$ cat config.mk
export PLATFORM = sky130hd
export DESIGN_NAME = sprite_blitter
export DESIGN_NICKNAME = d
export VERILOG_FILES = /design/src/rtl/blit_pkg.sv /design/src/rtl/blit_scan_counter.sv /design/src/rtl/sprite_blitter.sv
export SDC_FILE = /design/constraint.sdc
export NUM_CORES = 1
export LEC_CHECK = 0
export ABC_AREA = 0
export CORE_MARGIN = 2
export CORE_UTILIZATION = 58
export CTS_CLUSTER_DIAMETER = 60
export DETAILED_ROUTE_END_ITERATION = 12
export HOLD_SLACK_MARGIN = 0.06
export PLACE_DENSITY = 0.88
export REMOVE_ABC_BUFFERS = 1
export SYNTH_ARGS = -nofsm -noshare
export SYNTH_HDL_FRONTEND = slang
export SYNTH_SLANG_ARGS = --single-unit
export TNS_END_PERCENT = 1
$ cat constraint.sdc
create_clock -name Clk -period 9.5 [get_ports Clk]
set_clock_uncertainty 0.2 [all_clocks]
set_input_delay 1.425 -clock Clk [delete_from_list [all_inputs] [get_ports Clk]]
set_output_delay 1.425 -clock Clk [all_outputs]
set_load 0.02 [all_outputs]
$ cat src/rtl/blit_pkg.sv
// Shared constants, state encoding and pixel tag for the sprite blitter.
package blit_pkg;

    localparam int FB_W    = 240;
    localparam int FB_H    = 160;
    localparam int SRC_W   = 256;
    localparam int ADDR_W  = 19;
    localparam int COLOR_W = 24;
    localparam logic [COLOR_W-1:0] COLOR_KEY = 24'hFF00FF;

    typedef enum logic [1:0] {IDLE, RUN, DRAIN, FIN} blit_state_t;

    // Destination coordinates travel alongside the sheet read so the write
    // stage sees them in the same cycle as src_data.
    typedef struct packed {
        logic               vis;
        logic signed [10:0] dx;
        logic signed [10:0] dy;
    } pix_tag_t;

    // Row-major linear address, wraps at ADDR_W bits.
    function automatic logic [ADDR_W-1:0] lin_addr(input logic [ADDR_W-1:0] y,
                                                   input logic [ADDR_W-1:0] x,
                                                   input logic [ADDR_W-1:0] pitch);
        return y * pitch + x;
    endfunction

endpackage

$ cat src/rtl/blit_scan_counter.sv
// Row-major col/row scan over a W x H sprite with a last-pixel flag.
// With BLIT_MIRROR_EN defined, col_src runs right-to-left when mirror is set.
module blit_scan_counter
    import blit_pkg::*;
(
    input  logic       Clk,
    input  logic       Reset_n,
    input  logic       clear,
    input  logic       en,
    input  logic [7:0] w,
    input  logic [7:0] h,
`ifdef BLIT_MIRROR_EN
    input  logic       mirror,
`endif
    output logic [7:0] col,
    output logic [7:0] row,
    output logic [7:0] col_src,
    output logic       last
);

    logic col_end;

    assign col_end = (col == w - 8'd1);
    assign last    = col_end && (row == h - 8'd1);

`ifdef BLIT_MIRROR_EN
    assign col_src = mirror ? (w - 8'd1 - col) : col;
`else
    assign col_src = col;
`endif

    // Advance one pixel per enabled cycle; clear restarts at the top-left.
    always_ff @(posedge Clk or negedge Reset_n) begin
        if (!Reset_n) begin
            col <= '0;
            row <= '0;
        end else if (clear) begin
            col <= '0;
            row <= '0;
        end else if (en) begin
            if (col_end) begin
                col <= '0;
                row <= row + 8'd1;
            end else begin
                col <= col + 8'd1;
            end
        end
    end

endmodule

$ cat src/rtl/sprite_blitter.sv
// Sprite blitter: copies a W x H sprite from the sheet RAM into the
// framebuffer at one pixel per clock, dropping colour-key and off-screen
// pixels. Optional horizontal mirroring is built only with BLIT_MIRROR_EN.
module sprite_blitter
    import blit_pkg::*;
(
    input  logic               Clk,
    input  logic               Reset_n,
    input  logic               start,
    input  logic [8:0]         src_x,
    input  logic [8:0]         src_y,
    input  logic [7:0]         spr_w,
    input  logic [7:0]         spr_h,
    input  logic [9:0]         dst_x,
    input  logic [9:0]         dst_y,
    input  logic               flip_x,
    output logic               busy,
    output logic               done,
    output logic [ADDR_W-1:0]  src_addr,
    input  logic [COLOR_W-1:0] src_data,
    output logic [ADDR_W-1:0]  fb_addr,
    output logic [COLOR_W-1:0] fb_data,
    output logic               fb_we
);

    localparam logic signed [10:0] FB_W_S = 11'(FB_W);
    localparam logic signed [10:0] FB_H_S = 11'(FB_H);

    blit_state_t state_q, state_d;
    logic        accept;
    logic [8:0]  src_x_q, src_y_q;
    logic [7:0]  w_q, h_q;
    logic [9:0]  dst_x_q, dst_y_q;
    logic [7:0]  col, row, col_src;
    logic        last;
    logic        issue_vld, wr_vld;
    pix_tag_t    issue_tag, wr_tag;

    assign accept    = (state_q == IDLE) && start;
    assign issue_vld = (state_q == RUN);

`ifdef BLIT_MIRROR_EN
    logic flip_q;

    // Mirror request is sampled with the rest of the blit parameters.
    always_ff @(posedge Clk or negedge Reset_n) begin
        if (!Reset_n)    flip_q <= 1'b0;
        else if (accept) flip_q <= flip_x;
    end
`else
    logic unused_flip;
    assign unused_flip = flip_x;
`endif

    // Blit parameters are captured once per accepted start and held.
    always_ff @(posedge Clk or negedge Reset_n) begin
        if (!Reset_n) begin
            src_x_q <= '0;
            src_y_q <= '0;
            w_q     <= '0;
            h_q     <= '0;
            dst_x_q <= '0;
            dst_y_q <= '0;
        end else if (accept) begin
            src_x_q <= src_x;
            src_y_q <= src_y;
            w_q     <= spr_w;
            h_q     <= spr_h;
            dst_x_q <= dst_x;
            dst_y_q <= dst_y;
        end
    end

    blit_scan_counter u_scan (
        .Clk     (Clk),
        .Reset_n (Reset_n),
        .clear   (accept),
        .en      (issue_vld),
        .w       (w_q),
        .h       (h_q),
`ifdef BLIT_MIRROR_EN
        .mirror  (flip_q),
`endif
        .col     (col),
        .row     (row),
        .col_src (col_src),
        .last    (last)
    );

    // FSM state register.
    always_ff @(posedge Clk or negedge Reset_n) begin
        if (!Reset_n) state_q <= IDLE;
        else          state_q <= state_d;
    end

    // Next state. An empty sprite still passes through DRAIN so done lands
    // two cycles after start, matching the W*H+2 rule for the W*H=0 case.
    always_comb begin
        state_d = state_q;
        case (state_q)
            IDLE:    if (start) state_d = (spr_w == 8'd0 || spr_h == 8'd0) ? DRAIN : RUN;
            RUN:     if (last)  state_d = DRAIN;
            DRAIN:   state_d = FIN;
            FIN:     state_d = IDLE;
            default: state_d = IDLE;
        endcase
    end

    // FSM outputs.
    always_comb begin
        busy = (state_q == RUN) || (state_q == DRAIN);
        done = (state_q == FIN);
    end

    // Issue stage: sheet read address and destination tag for the current pixel.
    always_comb begin
        src_addr = '0;
        if (issue_vld)
            src_addr = lin_addr(ADDR_W'(src_y_q) + ADDR_W'(row),
                                ADDR_W'(src_x_q) + ADDR_W'(col_src),
                                ADDR_W'(SRC_W));
        issue_tag.dx  = $signed({dst_x_q[9], dst_x_q}) + $signed({3'b000, col});
        issue_tag.dy  = $signed({dst_y_q[9], dst_y_q}) + $signed({3'b000, row});
        issue_tag.vis = (issue_tag.dx >= 11'sd0) && (issue_tag.dx < FB_W_S) &&
                        (issue_tag.dy >= 11'sd0) && (issue_tag.dy < FB_H_S);
    end

    // One-stage tag pipeline to line up with the sheet's read latency.
    always_ff @(posedge Clk or negedge Reset_n) begin
        if (!Reset_n) begin
            wr_vld <= 1'b0;
            wr_tag <= '0;
        end else begin
            wr_vld <= issue_vld;
            wr_tag <= issue_tag;
        end
    end

    // Write stage: outputs are held at zero whenever no pixel is in flight.
    always_comb begin
        fb_we   = wr_vld && wr_tag.vis && (src_data != COLOR_KEY);
        fb_addr = '0;
        fb_data = '0;
        if (wr_vld) begin
            fb_addr = lin_addr(ADDR_W'($unsigned(wr_tag.dy)),
                               ADDR_W'($unsigned(wr_tag.dx)),
                               ADDR_W'(FB_W));
            fb_data = src_data;
        end
    end

endmodule

==> impl_metrics.py <==
metrics = {
    "global_routing": {
        "grt_max_degree": 56,
        "antenna_found_initial": 0,
        "use_met2": 0.457,
        "use_met1": 0.327,
        "grt_usage": 0.257,
        "grt.met3_usage": 0.0428,
        "grt_pass1_vias": 6747,
        "grt_pass1_wl_um": 30300,
        "grt.busiest_layer": "met2",
        "grt_overflow_total": 0,
    },
    "drt": {
        "drtAntennaViolNets": 0,
        "drc": 0,
        "wl_um": 17300,
        "avgViaCountPerCell": 5.45,
        "drt-initial-drc-count": 412,
        "vias": 6631,
        "drt-pass1-iter-count": 5,
        "wl_per_cell_um": 14.2,
    },
    "setup_path": {
        "crit_path_end_kind": "primary output",
        "crit_type": "flip-flop to primary output",
        "cp_slowest_cell": "clkdlybuf4s50_1",
        "crit_arrival_ns": 5.01,
        "r2r_slack_ns": 6.49,
        "crit_buf_inv": 2,
        "reg2reg_depth": 10,
        "crit_family": "adder cells",
        "crit_path_start_kind": "flip-flop",
        "crit_chain": "fa_1, fa_1, inv_1, fa_1, nand2b_1, a21oi_1, a21oi_1, ha_1, o21ai_0, o21ai_0, nand3_1, or3_1, a21oi_1, clkdlybuf4s50_1",
        "r2r-start": "u_scan.row[0]$_DFFE_PN0P_",
        "crit_fanout": 4,
        "rr_endpoint": "wr_tag[22]$_DFF_PN0_",
        "critPathMaxStageDelay_ns": 0.62,
        "required_ns": 7.88,
    },
    "yosys": {
        "synth_top_area_share": 0.310,
        "synth_most_common_cell": "nand2_1",
        "ys_ff_latch": 96,
        "syn_area_um2": 7740,
        "syn_avg_cell_area_um2": 8.60,
        "synth-edff-count": 0,
        "yosys_warnings": 0,
        "synth_commonest_cells": "181 x nand2_1, 96 x dfrtp_1, 67 x ha_1, 66 x inv_1, 51 x nor2_1",
        "postSynthCellCount": 900,
        "yosys-top-cells-area": "dfrtp_1 31%, ha_1 11%, nand2_1 8.8%, fa_1 6.2%, xnor2_1 5.4%",
        "yosysUniqueCellTypes": 70,
        "synth_top_area_cell": "dfrtp_1",
        "ys_seq_area_frac": 0.310,
        "async_flop_share": 1.00,
        "synth_ff_type": "dfrtp_1",
    },
    "cts": {
        "htreeDepth": 3,
        "postCtsSetupBuffers": 0,
        "cts_tree": "yes",
        "clock_latency_ns": 0.34,
        "clockBufferDepth": 2,
        "numCtsBuffers": 9,
        "cts.hold.buffers_added": 0,
        "cts.repair.resized": 0,
        "cts_root_buf": "clkbuf_16",
        "clkTransAtPathRegs_ns": 0.06,
        "cts.sinks": 96,
    },
    "place": {
        "dp_slack_ns": 3.23,
        "dp_cells": 1201,
        "io_buffer_count": 144,
        "hpwl_um": 13200,
        "gp_congestion": 0.904,
    },
    "layout": {
        "syn2layout_area_growth_pct": 24.3,
        "final_util": 0.732,
        "final_nets": 1209,
        "antenna_cells": 0,
        "instances_no_fill": 1217,
        "drive_above_1_share": 0.0365,
    },
    "run_status": {
        "outcome": "finished, final reports clean",
    },
    "floorplan": {
        "core_um2": 13100,
        "die_x_um": 120,
        "dieArea_um2": 14300,
        "start_util": 0.589,
        "num_rows": 42,
        "die_h_um": 120,
        "ios": 147,
    },
    "timing": {
        "fin_crit_sh": 0.698,
        "rsz0062_at_grt": "false",
        "fin_setup_tns_ns": 0,
        "finalHoldViolCount": 0,
        "slew-limit-headroom": 0.277,
        "hold_slack_ns": 0.283,
        "worstMarginPinSlew_ns": 1.08,
        "fmax_ghz": 0.151,
        "final-setup-viol-count": 0,
        "period_needed_ns": 6.63,
        "layout_setup_ws_ns": 2.87,
        "finalMaxSlewViolations": 0,
    },
    "worst_hold_path": {
        "whs_path_depth": 2,
        "holdCritPathClass": "flip-flop to flip-flop",
        "min-delay-start": "dst_x_q[6]$_DFFE_PN0P_",
        "min_to": "dst_x_q[6]$_DFFE_PN0P_",
    },
    "pwr": {
        "max-vdd-ir-drop_uv": 89.4,
        "seqPwrFrac": 0.501,
        "swShare": 0.220,
        "combPwrFrac": 0.081,
        "p_leak_nw": 4.68,
        "power_switching_mw": 0.180,
        "share_clk_of_total_power": 0.418,
        "p_per_area_nw_per_um2": 84.8,
        "p_int_mw": 0.636,
    },
    "flow_run": {
        "cap_violations": 0,
    },
}
[power by group through the flow]
stage / Sequential (mW) / Combinational [mW] / Clock, mW
floorplan: 0.416 / 0.0126 / 0
global placement: 0.416 / 0.0666 / 0
detailed placement: 0.416 / 0.0670 / 0
CTS: 0.409 / 0.0671 / 0.348
global route: 0.408 / 0.0719 / 0.366
finish: 0.409 / 0.0664 / 0.341
[worst reg2reg max path: stages (launching register included)]
cell and delay, ns:
dfrtp_1 0.58, ha_1 0.26, inv_1 0.06, fa_1 0.40
nor2b_1 0.13, o21ai_0 0.10, a21oi_1 0.25, nor4b_1 0.12
nor3_1 0.39, o2111ai_1 0.21, and3b_1 0.26
[cell families after synthesis]
family,count (synthesis),share of synthesized area
adder cells (fa/ha/maj),91,0.170
XOR/XNOR,75,0.0848
flip-flops,96,0.310
buffers and inverters,88,0.0433
other,1,0.000484
AND/OR/NAND/NOR,376,0.232
AO/OA/AOI/OAI,162,0.144
multiplexers,11,0.0149
[layout make-up]
type / instances / area, um^2
sequential: 96 / 2400
timing repair buffer: 147 / 1460
clock inverter: 5 / 38.8
inverter: 66 / 248
fill: 973 / 3510
multi-input combinational: 716 / 5010
clock buffer: 11 / 243
tap: 176 / 220
[cells in the final DEF, fill, tap and decap left out, drive strengths merged, types with 5 or more instances in the layout]
cell type | Yosys | routed
and2 | 36 | 36
ha | 67 | 67
fa | 24 | 24
a211oi | 5 | 5
mux2i | 7 | 7
nand4 | 11 | 11
nand3 | 21 | 21
nand2 | 181 | 181
a2111oi | 5 | 5
o31ai | 6 | 6
and3 | 5 | 5
xnor2 | 48 | 48
nor2 | 51 | 51
nand2b | 11 | 11
nor3 | 19 | 19
nor3b | 6 | 6
dfrtp | 96 | 96
a21o | 23 | 23
clkdlybuf4s50 | 0 | 143
clkbuf | 17 | 11
nand3b | 5 | 5
or3 | 5 | 5
nor2b | 9 | 9
inv | 66 | 68
o21ai | 35 | 35
xor2 | 27 | 27
nor4 | 8 | 8
o21a | 10 | 10
a21oi | 45 | 45
[worst max path at each step]
stage / startpoint / to / slack [ns] / cells past startpoint
floorplan: wr_tag[0]$_DFF_PN0_ / fb_addr[17] / 3.99 / 13
global placement: wr_tag[0]$_DFF_PN0_ / fb_addr[18] / 3.29 / 15
global route: wr_tag[0]$_DFF_PN0_ / fb_addr[18] / 2.46 / 15
CTS: wr_tag[0]$_DFF_PN0_ / fb_addr[17] / 2.84 / 14
finish: wr_tag[0]$_DFF_PN0_ / fb_addr[17] / 2.87 / 14
detailed placement: wr_tag[0]$_DFF_PN0_ / fb_addr[17] / 3.23 / 14
[state kept, by name (all words and copies together) (netlist names), 2 cells and up]
name,count
wr_tag,23
dst_x_q,10
dst_y_q,10
src_x_q,9
src_y_q,9
h_q,8
u_scan.col,8
u_scan.row,8
w_q,8
state_q,2
[through the flow]
stage	instance area, um^2	total power [mW]
4_1_cts	9620	0.824
6_report	9620	0.816
2_1_floorplan	7660	0.429
3_3_place_gp	9340	0.483
3_5_place_dp	9340	0.483
5_1_grt	9620	0.846
[metal layers]
metal | routed length [um] | part of all wire | up-vias
met5 | 0 | 0 | -
met4 | 273 | 0.016 | 0
met3 | 876 | 0.051 | 28
met2 | 8700 | 0.50 | 182
met1 | 7440 | 0.43 | 3084
li1 | - | - | 3337
(Power assumes the default switching activity.)
